`config.mk`:
```
export PLATFORM = sky130hd
export DESIGN_NAME = addressable_latch_8_flat
export DESIGN_NICKNAME = d
export VERILOG_FILES = /design/src/rtl/addressable_latch_8_if.sv /design/src/rtl/addressable_latch_8.sv /design/src/flat_wrapper.sv
export SDC_FILE = /design/constraint.sdc
export NUM_CORES = 1
export LEC_CHECK = 0
export CORE_UTILIZATION = 40
export CTS_CLUSTER_DIAMETER = 30
export DETAILED_ROUTE_END_ITERATION = 12
export PLACE_DENSITY_LB_ADDON = 0.12
export SYNTH_ARGS = -nofsm -noshare
export SYNTH_HDL_FRONTEND = slang
export SYNTH_SLANG_ARGS = --single-unit
```
`constraint.sdc`:
```
create_clock -name clk -period 2 [get_ports clk]
set_input_delay 0.3 -clock clk [delete_from_list [all_inputs] [get_ports clk]]
set_output_delay 0.3 -clock clk [all_outputs]
set_load 0.1 [all_outputs]
```
`src/rtl/addressable_latch_8_if.sv`:
```
// Bus bundle for the 8-bit addressable latch / serial-to-parallel receiver.
// master drives control, address and data; slave returns the registered outputs.
interface addressable_latch_8_if;
   logic       G_n;
   logic       CLR_n;
   logic       AUTO;
   logic       A2;
   logic       A1;
   logic       A0;
   logic       D;
   logic [7:0] Q;
   logic [7:0] WORD;
   logic       VALID;
   logic [2:0] CNT;

   modport master (
      output G_n,
      output CLR_n,
      output AUTO,
      output A2,
      output A1,
      output A0,
      output D,
      input  Q,
      input  WORD,
      input  VALID,
      input  CNT
   );

   modport slave (
      input  G_n,
      input  CLR_n,
      input  AUTO,
      input  A2,
      input  A1,
      input  A0,
      input  D,
      output Q,
      output WORD,
      output VALID,
      output CNT
   );
endinterface

```
`src/rtl/addressable_latch_8.sv`:
```
// 8-bit addressable latch with an auto-addressed frame receiver mode.
// Every output is a flop; next-state logic is a single combinational block.
module addressable_latch_8 (
   input logic                   clk,
   input logic                   rst,
   addressable_latch_8_if.slave  bus
);

   logic [7:0] r_q;
   logic [7:0] r_word;
   logic       r_valid;
   logic [2:0] r_cnt;

   logic [2:0] w_addr;
   logic [7:0] w_onehot;
   logic [7:0] w_dbits;
   logic [7:0] w_q_nxt;
   logic [7:0] w_word_nxt;
   logic       w_valid_nxt;
   logic [2:0] w_cnt_nxt;

   // In auto mode the frame counter replaces the external address pins.
   assign w_addr   = bus.AUTO ? r_cnt : {bus.A2, bus.A1, bus.A0};
   assign w_onehot = 8'b0000_0001 << w_addr;
   assign w_dbits  = bus.D ? w_onehot : 8'h00;

   always_comb begin
      w_q_nxt     = r_q;
      w_word_nxt  = r_word;
      w_valid_nxt = 1'b0;
      w_cnt_nxt   = r_cnt;
      if (bus.AUTO) begin
         if (!bus.CLR_n) begin
            w_q_nxt   = 8'h00;
            w_cnt_nxt = 3'd0;
         end else if (!bus.G_n) begin
            w_q_nxt   = (r_q & ~w_onehot) | w_dbits;
            w_cnt_nxt = r_cnt + 3'd1;
            // Last bit of the frame: publish the completed word with it.
            if (r_cnt == 3'd7) begin
               w_word_nxt  = (r_q & ~w_onehot) | w_dbits;
               w_valid_nxt = 1'b1;
            end
         end
      end else begin
         w_cnt_nxt = 3'd0;
         unique case ({bus.G_n, bus.CLR_n})
            2'b01:   w_q_nxt = (r_q & ~w_onehot) | w_dbits;
            2'b00:   w_q_nxt = w_dbits;
            2'b11:   w_q_nxt = r_q;
            2'b10:   w_q_nxt = 8'h00;
            default: w_q_nxt = r_q;
         endcase
      end
   end

   always_ff @(posedge clk) begin
      if (rst) begin
         r_q     <= 8'h00;
         r_word  <= 8'h00;
         r_valid <= 1'b0;
         r_cnt   <= 3'd0;
      end else begin
         r_q     <= w_q_nxt;
         r_word  <= w_word_nxt;
         r_valid <= w_valid_nxt;
         r_cnt   <= w_cnt_nxt;
      end
   end

   assign bus.Q     = r_q;
   assign bus.WORD  = r_word;
   assign bus.VALID = r_valid;
   assign bus.CNT   = r_cnt;

endmodule
```
`src/flat_wrapper.sv`:
```
// flat-port wrapper written by rule: the top's interface ports become plain ports
module addressable_latch_8_flat 
  (clk, rst, bus_G_n, bus_CLR_n, bus_AUTO, bus_A2, bus_A1, bus_A0, bus_D, bus_Q, bus_WORD, bus_VALID, bus_CNT);
  addressable_latch_8_if bus_i ();
  input logic clk;
  input logic rst;
  input wire logic [$bits(bus_i.G_n)-1:0] bus_G_n;
  input wire logic [$bits(bus_i.CLR_n)-1:0] bus_CLR_n;
  input wire logic [$bits(bus_i.AUTO)-1:0] bus_AUTO;
  input wire logic [$bits(bus_i.A2)-1:0] bus_A2;
  input wire logic [$bits(bus_i.A1)-1:0] bus_A1;
  input wire logic [$bits(bus_i.A0)-1:0] bus_A0;
  input wire logic [$bits(bus_i.D)-1:0] bus_D;
  output wire logic [$bits(bus_i.Q)-1:0] bus_Q;
  output wire logic [$bits(bus_i.WORD)-1:0] bus_WORD;
  output wire logic [$bits(bus_i.VALID)-1:0] bus_VALID;
  output wire logic [$bits(bus_i.CNT)-1:0] bus_CNT;
  assign bus_i.G_n = bus_G_n;
  assign bus_i.CLR_n = bus_CLR_n;
  assign bus_i.AUTO = bus_AUTO;
  assign bus_i.A2 = bus_A2;
  assign bus_i.A1 = bus_A1;
  assign bus_i.A0 = bus_A0;
  assign bus_i.D = bus_D;
  assign bus_Q = bus_i.Q;
  assign bus_WORD = bus_i.WORD;
  assign bus_VALID = bus_i.VALID;
  assign bus_CNT = bus_i.CNT;
  addressable_latch_8 u_core (.clk(clk), .rst(rst), .bus(bus_i));
endmodule
```
==> results of run 1 <==
-- path summary, 6_finish.rpt --
check	startpoint	slack, ns	depth (start not counted)	endpoint
max	bus_AUTO	0.33	6	u_core.bus.Q[0]
min	u_core.bus.WORD[3]	0.50	2	u_core.bus.WORD[3]
max reg2reg	u_core.bus.CNT[0]	0.45	7	u_core.bus.WORD[5]
min reg2reg	u_core.bus.WORD[3]	0.50	2	u_core.bus.WORD[3]
-- routing by layer --
layer  part of all wire, %  up-vias  wire (um)  GRT usage [%]
met4                  0.91        0         23           7.21
met3                   3.8        4         96           4.09
li1                      -      488          -              -
met2                    49       23       1250           37.6
met1                    46      443       1160           26.0
met5                     0        -          0              0
-- synth_stat cells (all sizes together) (2+ instances only) --
cell and count:
a211oi 16, buf 4, clkbuf 2, dfxtp 20
ha 2, mux2i 10, nand2 5, nand2b 6
nor2 17, nor3 2, o22ai 13, o32ai 2
-- critical path, cell delays in order --
cell and delay [ns]:
clkdlybuf4s50_1 0.43, buf_4 0.18, or4b_4 0.55, nor3_2 0.14, o22ai_1 0.10, a211oi_1 0.20
-- cells by family after synthesis --
| kind of cell | synth area share (%) |
|---|---|
| AOI/OAI and AO/OA | 23.1 |
| and+or+nand+nor | 20.2 |
| buffers and inverters | 3.37 |
| xor gates and xnor gates | 0.874 |
| muxes | 9.99 |
| DFF | 39.9 |
| adders and majority gates | 2.50 |
-- through the flow --
stage | hold slack (ns) | instance area, um^2 | power, mW | std cells | utilization [%]
4_1_cts | 0.510 | 1360 | 0.881 | 172 | 59.8
3_3_place_gp | 0.492 | 1310 | 0.600 | 168 | 57.7
6_report | 0.505 | 1360 | 0.875 | 172 | 59.8
2_1_floorplan | 0.471 | 1010 | 0.543 | 109 | -
5_1_grt | 0.543 | 1360 | 0.912 | 172 | 59.8
3_5_place_dp | 0.493 | 1310 | 0.601 | 168 | 57.7
-- state kept, by name, indices dropped and copies added, names as in the netlist --
register and cells:
u_core.bus.WORD 8, u_core.bus.Q 8, u_core.bus.VALID 1, u_core.bus.CNT 3
-- power groups by stage --
stage / logic, mW / registers (mW) / clock network (mW)
6_report: 0.180 / 0.413 / 0.282
5_1_grt: 0.192 / 0.414 / 0.306
4_1_cts: 0.180 / 0.413 / 0.288
3_5_place_dp: 0.179 / 0.422 / 0
3_3_place_gp: 0.179 / 0.421 / 0
2_1_floorplan: 0.0598 / 0.483 / 0
-- area by class of cell --
type                    instances  area, um^2
repair buffers                 37         298
well taps                      28        35.0
flip-flops and latches         20         409
fillers                       204         915
clock buffers                   4        47.5
inverters                       1        3.75
multi-input cells              82         568
-- placed cells by master, fill, tap and decap left out, types with 3 or more instances in the layout --
cell type,instances
a211oi_1,16
nor2_1,17
buf_4,29
clkbuf_4,3
o22ai_1,13
clkdlybuf4s50_1,8
nand2b_1,6
nand2_1,5
dfxtp_1,17
mux2i_1,10
==> key figures, run 1 <==
Clock network
  • Clock root cell: clkbuf_4
  • H-Tree Depth: 1
  • Clk_lat worst skew: 0.30 ns
  • Max clock buf depth: 2
  • Worst-path clk slew: 0.12 ns
  • CTS Hold Bufs: 0
  • CTS tree: built
  • CTS resizes: 0
  • CTS Buf Count: 3
  • Post-CTS setup buffers: 0
  • Clock sinks: 20

Layout
  • Diode count: 0
  • Layout cells sized above 1: 28.5%
  • Final nets: 156
  • Syn-to-layout area delta: 35.8%

Floorplanning
  • Area of the die: 2710 um^2
  • I/O pin cnt: 29
  • Row count: 17
  • Initial Util: 44.0%
  • Core box area: 2280 um^2
  • DIE HEIGHT: 52.1 um
  • Die X: 52.1 um

Yosys
  • Mapped Nets: 120
  • Register area share after synthesis: 40.0%
  • Post-synth ARST share: 0%
  • Leading area contributor after synthesis: dfxtp_1
  • Synthesized instance count: 109
  • Main synth FF type: dfxtp_1
  • Post-synthesis sequential element count: 20
  • Synth cell types: 24
  • Synth warnings: 0
  • Syn_area_per_cell: 9.19 um^2
  • Top cells by area, synth: dfxtp_1 (40%), a211oi_1 (12%), mux2i_1 (10%), o22ai_1 (8.1%), nor2_1 (6.4%)
  • Post-synth top area share: 40.0%
  • Post-Syn Area: 1000 um^2
  • Post-synth EDFFs: 0

GRT
  • Vias in the first global route: 944
  • Initial antenna violation count: 0
  • GRT Total Usage: 21.5%
  • Final global-route overflow total: 0
  • Global-route wire length before repair: 4.29 mm
  • Largest net degree at the start of global routing: 17

Routing
  • Routed vias: 958
  • Final wirelength: 2.53 mm
  • Routed Antenna Nets: 0
  • Initial detailed-routing violation count: 9
  • Router iterations before antenna repair: 4
  • DR WL/cell: 14.7 um
  • DRC: 0
  • Drt via density: 5.57

Placement
  • Port-buffer cells: 28
  • Post-place setup slack: 0.0327 ns
  • GPL Wtd Cong: 0.883
  • Post-DP HPWL: 1.87 mm

Critical path
  • CP Class: in2reg
  • CP endpoint kind: flip-flop
  • Crit path launch type: primary input
  • CP required: 2.23 ns
  • Crit path max fanout: 9
  • CP Data Arrival Time: 1.90 ns

Worst hold path
  • Hold WC Path Type: reg2reg

STA
  • Slew headroom: 69.4%
  • RSZ-0062 raised after global routing: no
  • Hold Fails Final Rpt: 0
  • Setup Skew: 0.00712 ns
  • Crit share post-route: 83.7%
  • Fmax achieved: 598 MHz
  • Post-route worst setup slack: 0.326 ns
  • Setup violations, final: 0
  • TNS Setup: 0 ns
  • Slew Limit Fails: 0
  • Post-layout min period: 1.67 ns
  • Worst Tran Pin Value: 0.458 ns

Power and ir drop
  • PD cells: 643 nW/um^2
  • Sequential power share: 47.2%
  • Sw frac: 29.5%
  • Leak: 0.512 nW
  • Clock power frac: 32.2%
  • VDD IR-drop max: 0.000413 V
  • Gate power share: 20.6%
  • Psw: 0.258 mW
  • Int Pwr: 0.617 mW

Run status
  • Status: completed

Run
  • Max-cap violations: 0
Note: power is estimated with default switching activity, not from simulation.
==> run 2: changes to the inputs <==
Clock period 2 ns to 1.55 ns, I/O delays scaled along.
==> key figures, run 2 (synthesized netlist as in run 1, its figures left out) <==
Run status
  • Status: completed

STA
  • Slew Limit Fails: 0 (unchanged)
  • Crit share post-route: 95.1%
  • Post-layout min period: 1.47 ns
  • Fmax achieved: 679 MHz
  • TNS Setup: 0 ns (unchanged)
  • Hold Fails Final Rpt: 0 (unchanged)
  • Slew headroom: 78.6% (+9.3 points)
  • Worst Tran Pin Value: 0.319 ns (-0.139 ns)
  • Post-route worst setup slack: 0.0764 ns (-0.250 ns)
  • Setup violations, final: 0 (unchanged)
  • Setup Skew: 0.00701 ns (-0.000114 ns)

Power and ir drop
  • Leak: 0.641 nW (+25%)
  • Int Pwr: 0.785 mW (+27%)
  • Total power: 1.13 mW (+29%)
  • Sequential power share: 47.4% (+0.2 points)
  • Sw frac: 30.6% (+1.1 points)
  • VDD IR-drop max: 0.000583 V (+41%)
  • Psw: 0.346 mW (+34%)
  • Clock power frac: 27.3% (-4.9 points)
  • PD cells: 645 nW/um^2 (+0.33%)
  • Gate power share: 25.3% (+4.7 points)

Clock network
  • CTS tree: built
  • H-Tree Depth: 1 (unchanged)
  • Clock sinks: 20 (unchanged)
  • Worst-path clk slew: 0.11 ns (about the same)
  • Clk_lat worst skew: 0.31 ns (about the same)
  • Clock root cell: clkbuf_4
  • CTS Buf Count: 3 (unchanged)
  • Max clock buf depth: 2 (unchanged)
  • CTS Hold Bufs: 0 (unchanged)

Critical path
  • CP endpoint kind: flip-flop
  • FF-to-FF End: u_core.bus.WORD[1]
  • CP max-delay cell: or4_1
  • Worst R2R Start: u_core.bus.CNT[0]
  • Cell Chain, Critical Path: clkdlybuf4s50_1, or4_1, o31ai_2, mux2i_1, a211oi_1
  • CP Data Arrival Time: 1.67 ns (-0.23 ns)
  • CP required: 1.75 ns (-0.48 ns)
  • Worst reg2reg setup slack: 0.10 ns (-0.35 ns)
  • Top delay family on crit path: simple AND/OR/NAND/NOR gates
  • Reg2Reg Depth: 7 (unchanged)
  • Crit path launch type: primary input
  • CP Class: in2reg
  • Worst path max stage delay: 0.49 ns (-0.06 ns)
  • WP buf/inv: 1 (-1)
  • Crit path max fanout: 2 (-7)

Floorplanning
  • Row count: 17 (unchanged)
  • Area of the die: 2710 um^2 (unchanged)
  • Core box area: 2280 um^2 (unchanged)
  • Initial Util: 44.0% (unchanged)
  • I/O pin cnt: 29 (unchanged)
  • Die X: 52.1 um (unchanged)
  • DIE HEIGHT: 52.1 um (unchanged)

Placement
  • Post-place setup slack: -0.381 ns (-0.414 ns)
  • Port-buffer cells: 28 (unchanged)
  • GPL Wtd Cong: 0.824 (-6.7%)
  • Post-DP HPWL: 1.96 mm (+4.9%)

Routing
  • Met2 wire len: 1.33 mm (+5.9%)
  • WL met3: 110 um (+15%)
  • DRC: 0 (unchanged)
  • Initial detailed-routing violation count: 20 (+11)
  • Metal-1 WL: 1.22 mm (+5.2%)
  • Router iterations before antenna repair: 4 (unchanged)
  • DR WL/cell: 14.9 um (+1.4%)
  • Final wirelength: 2.72 mm (+7.3%)
  • Top Metal Used: met4
  • Drt via density: 5.71 (+2.5%)
  • Routed vias: 1039 (+8.5%)
  • Routed Antenna Nets: 0 (unchanged)

Layout
  • Final nets: 166 (+6.4%)
  • Layout cells sized above 1: 36.4% (+7.9 points)
  • Fin util: 77.0% (+17 points)
  • Syn-to-layout area delta: 74.9%
  • Diode count: 0 (unchanged)
  • Register Area: 412 um^2 (+0.61%)
  • Footprint of the multi-input gates: 617 um^2 (+8.6%)
  • Leading cell types in the layout, fill and taps excluded: buf_12 (22), nor2_1 (17), buf_4 (17), dfxtp_1 (17), a211oi_1 (14)
  • Commonest non-fill, non-tap cell in the layout: buf_12
  • Filler Cell Count: 143 (-30%)

Worst hold path
  • Hold_sp: bus_A2
  • WHS Path Cells: 5 (+3)
  • Hold WC Path Type: in2reg
  • Hold Path End: u_core.bus.Q[0]

GRT
  • Final global-route overflow total: 0 (unchanged)
  • Largest net degree at the start of global routing: 17 (unchanged)
  • Global-route wire length before repair: 4.62 mm (+7.6%)
  • Vias in the first global route: 1014 (+7.4%)
  • Initial antenna violation count: 0 (unchanged)
  • GRT Total Usage: 23.4% (+1.9 points)

Run
  • Max-cap violations: 0 (unchanged)
[run 2: worst max-delay path by stage]
stage	slack (ns)	cells after the start	from	endpoint
after floorplan	-0.11	7	u_core.bus.CNT[0]	u_core.bus.WORD[4]
after global placement	-0.32	5	bus_AUTO	u_core.bus.Q[0]
after detailed placement	-0.38	5	bus_AUTO	u_core.bus.WORD[0]
after CTS	0.005	7	u_core.bus.CNT[0]	u_core.bus.WORD[0]
after global routing	-0.009	7	u_core.bus.CNT[0]	u_core.bus.WORD[6]
final	0.08	5	bus_A0	u_core.bus.Q[0]
[run 2: repair_timing]
item / CTS / global route
pin swaps: 0 / 0
buffers inserted: 0 / 2
endpoints found under the hold margin: 0 / 0
setup endpoints to repair: 3 / 9
resized for setup: 1 / 3
[run 2: cell type report]
cell class	instances	share of cell area, %
inverters	1	0.214
well taps	28	2.00
clock buffers	4	2.07
flip-flops and latches	20	23.5
repair buffers	47	37.0
multi-input cells	82	35.2
[run 2: power by group through the flow]
| stage | clock network [mW] | logic (mW) | registers [mW] |
|---|---|---|---|
| finish | 0.309 | 0.286 | 0.536 |
| global route | 0.338 | 0.300 | 0.538 |
| CTS | 0.319 | 0.281 | 0.537 |
| detailed placement | 0 | 0.281 | 0.549 |
| global placement | 0 | 0.277 | 0.548 |
| floorplan | 0 | 0.0785 | 0.621 |
[run 2: layer usage]
| metal | GRT usage [%] | vias to the layer above |
|---|---|---|
| met4 | 11.3 | 0 |
| met1 | 30.7 | 492 |
| met5 | 0 | - |
| met2 | 37.2 | 35 |
| met3 | 3.22 | 8 |
| li1 | - | 504 |
[run 2: worst min-delay path: stages]
cell	delay, ns
dlymetal6s2s_1	0.15
or4b_4	0.18
nor3_2	0.04
o22ai_1	0.12
a211oi_1	0.06
[run 2: per-stage QoR]
stage          cells  hold WS [ns]  area, um^2
6_report         182         0.510        1750
2_1_floorplan    109         0.373        1060
3_3_place_gp     176         0.521        1690
4_1_cts          180         0.506        1730
5_1_grt          182         0.539        1750
3_5_place_dp     176         0.529        1690
==> run 3: changes to the inputs <==
Settings changed: CORE_UTILIZATION 40 to 30.
==> key figures, run 3 (synthesized netlist as in run 1, its figures left out) <==
STA
  • Post-layout min period: 1.46 ns (-0.0134 ns)
  • TNS Setup: 0 ns (unchanged)
  • RSZ-0062 raised after global routing: no
  • Crit share post-route: 94.2% (-0.87 points)
  • Post-route worst setup slack: 0.0898 ns (+0.0134 ns)
  • Setup violations, final: 0 (unchanged)
  • Hold Fails Final Rpt: 0 (unchanged)
  • Setup Skew: 0.00290 ns (-0.00411 ns)
  • Slew Limit Fails: 0 (unchanged)
  • Worst Tran Pin Value: 0.336 ns (+0.0171 ns)
  • Slew headroom: 77.5% (-1.1 points)
  • Fmax achieved: 685 MHz (+0.92%)

Routing
  • Routed vias: 1006 (-3.2%)
  • Final wirelength: 2.64 mm (-2.8%)
  • DRC: 0 (unchanged)
  • Initial detailed-routing violation count: 22 (+10%)
  • Router iterations before antenna repair: 4 (unchanged)
  • Drt via density: 5.08 (-11%)
  • Routed Antenna Nets: 0 (unchanged)
  • DR WL/cell: 13.3 um (-11%)

Clock network
  • CTS Hold Bufs: 0 (unchanged)
  • Max clock buf depth: 2 (unchanged)
  • Clock root cell: clkbuf_4
  • H-Tree Depth: 1 (unchanged)
  • Clock sinks: 20 (unchanged)
  • Clk_lat worst skew: 0.31 ns (about the same)
  • CTS tree: built
  • CTS Buf Count: 3 (unchanged)
  • Worst-path clk slew: 0.12 ns (about the same)

Power and ir drop
  • PD cells: 674 nW/um^2 (+4.5%)
  • VDD IR-drop max: 0.000324 V (-44%)
  • Total power: 1.19 mW (+5.1%)
  • Leak: 0.640 nW (-0.21%)

Floorplanning
  • Area of the die: 3580 um^2 (+32%)
  • Die X: 59.8 um (+15%)
  • DIE HEIGHT: 59.8 um (+15%)
  • I/O pin cnt: 29 (unchanged)
  • Core box area: 3100 um^2 (+36%)
  • Row count: 20 (+3)
  • Initial Util: 32.3% (-12 points)

Critical path
  • CP Class: reg2reg
  • Crit path launch type: flip-flop
  • Crit path max fanout: 16 (+14)
  • CP Data Arrival Time: 1.69 ns (+0.02 ns)
  • Cell Chain, Critical Path: ha_4, ha_4, nand2_4, nor3b_4, buf_12, nor2_1, a211oi_1
  • CP most frequent cell: ha_4
  • WP buf/inv: 1 (unchanged)
  • Worst path max stage delay: 0.41 ns (-0.08 ns)
  • CP required: 1.78 ns (+0.03 ns)
  • CP max-delay cell: dfxtp_4
  • CP endpoint kind: flip-flop
  • Top delay family on crit path: flip-flops

Placement
  • GPL Wtd Cong: 0.870 (+5.6%)
  • Post-DP HPWL: 1.93 mm (-1.6%)
  • Post-place setup slack: -0.332 ns (+0.0489 ns)
  • Port-buffer cells: 28 (unchanged)

Layout
  • Footprint of the multi-input gates: 607 um^2 (-1.6%)
  • Filler Cell Count: 277 (+94%)
  • Register Area: 412 um^2 (unchanged)
  • Commonest non-fill, non-tap cell in the layout: buf_12
  • Leading cell types in the layout, fill and taps excluded: buf_12 (21), buf_4 (18), nor2_1 (17), dfxtp_1 (17), a211oi_1 (16)
  • Diode count: 0 (unchanged)
  • Layout cells sized above 1: 35.1% (-1.3 points)
  • Fin util: 56.8% (-20 points)
  • Syn-to-layout area delta: 75.8%
  • Final nets: 166 (unchanged)

Run
  • Max-cap violations: 0 (unchanged)

Run status
  • Status: completed

GRT
  • Global-route wire length before repair: 4.43 mm (-4.1%)
  • GRT Total Usage: 16.6% (-6.8 points)
  • Vias in the first global route: 973 (-4.0%)
  • Largest net degree at the start of global routing: 17 (unchanged)
  • Initial antenna violation count: 0 (unchanged)
  • Final global-route overflow total: 0 (unchanged)

Worst hold path
  • Hold WC Path Type: in2reg
-- run 3: layout make-up --
cell class              instances  area share (%)
clock buffers                   4            2.70
inverters                       1           0.213
multi-input cells              82            34.4
flip-flops and latches         20            23.4
well taps                      44            3.12
repair buffers                 47            36.2
-- run 3: power by group --
part	switching (mW)	internal (mW)	leakage, nW	total (mW)
clock	0.174	0.197	0.0261	0.371
combinational	0.162	0.118	0.449	0.280
sequential	0.0156	0.521	0.165	0.536
-- run 3: repair_timing --
action                                  4_1_cts  5_1_grt
gates resized for setup                       1        1
endpoints found under the setup margin        2        5
setup buffers                                 0        2
-- run 3: worst register-to-register path: stages (launching register included) --
cell and delay (ns):
dfxtp_4 0.41, ha_4 0.15, ha_4 0.13, nand2_4 0.05, nor3b_4 0.21, buf_12 0.17, nor2_1 0.05, a211oi_1 0.21
-- run 3: per-stage QoR --
stage,area [um^2],hold WS [ns],cells
2_1_floorplan,1060,0.373,109
3_3_place_gp,1700,0.524,192
3_5_place_dp,1700,0.527,192
4_1_cts,1740,0.545,196
5_1_grt,1760,0.564,198
6_report,1760,0.521,198
-- run 3: routing by layer --
| metal | global-route usage (%) | vias to the layer above | part of all wire (%) |
|---|---|---|---|
| met2 | 26.7 | 18 | 45 |
| met5 | 0 | - | 0 |
| li1 | - | 505 | - |
| met4 | 6.98 | 0 | 1.7 |
| met1 | 21.9 | 478 | 51 |
| met3 | 2.60 | 5 | 2.5 |
-- run 3: path summary, 6_finish.rpt --
check,startpoint,to,slack [ns],cells after the start
worst max register to register,u_core.bus.CNT[1],u_core.bus.WORD[7],0.09,7
worst max-delay path,u_core.bus.CNT[1],u_core.bus.WORD[7],0.09,7
worst min-delay path,bus_A2,u_core.bus.Q[2],0.52,5
worst min register to register,u_core.bus.WORD[2],u_core.bus.WORD[2],0.54,2
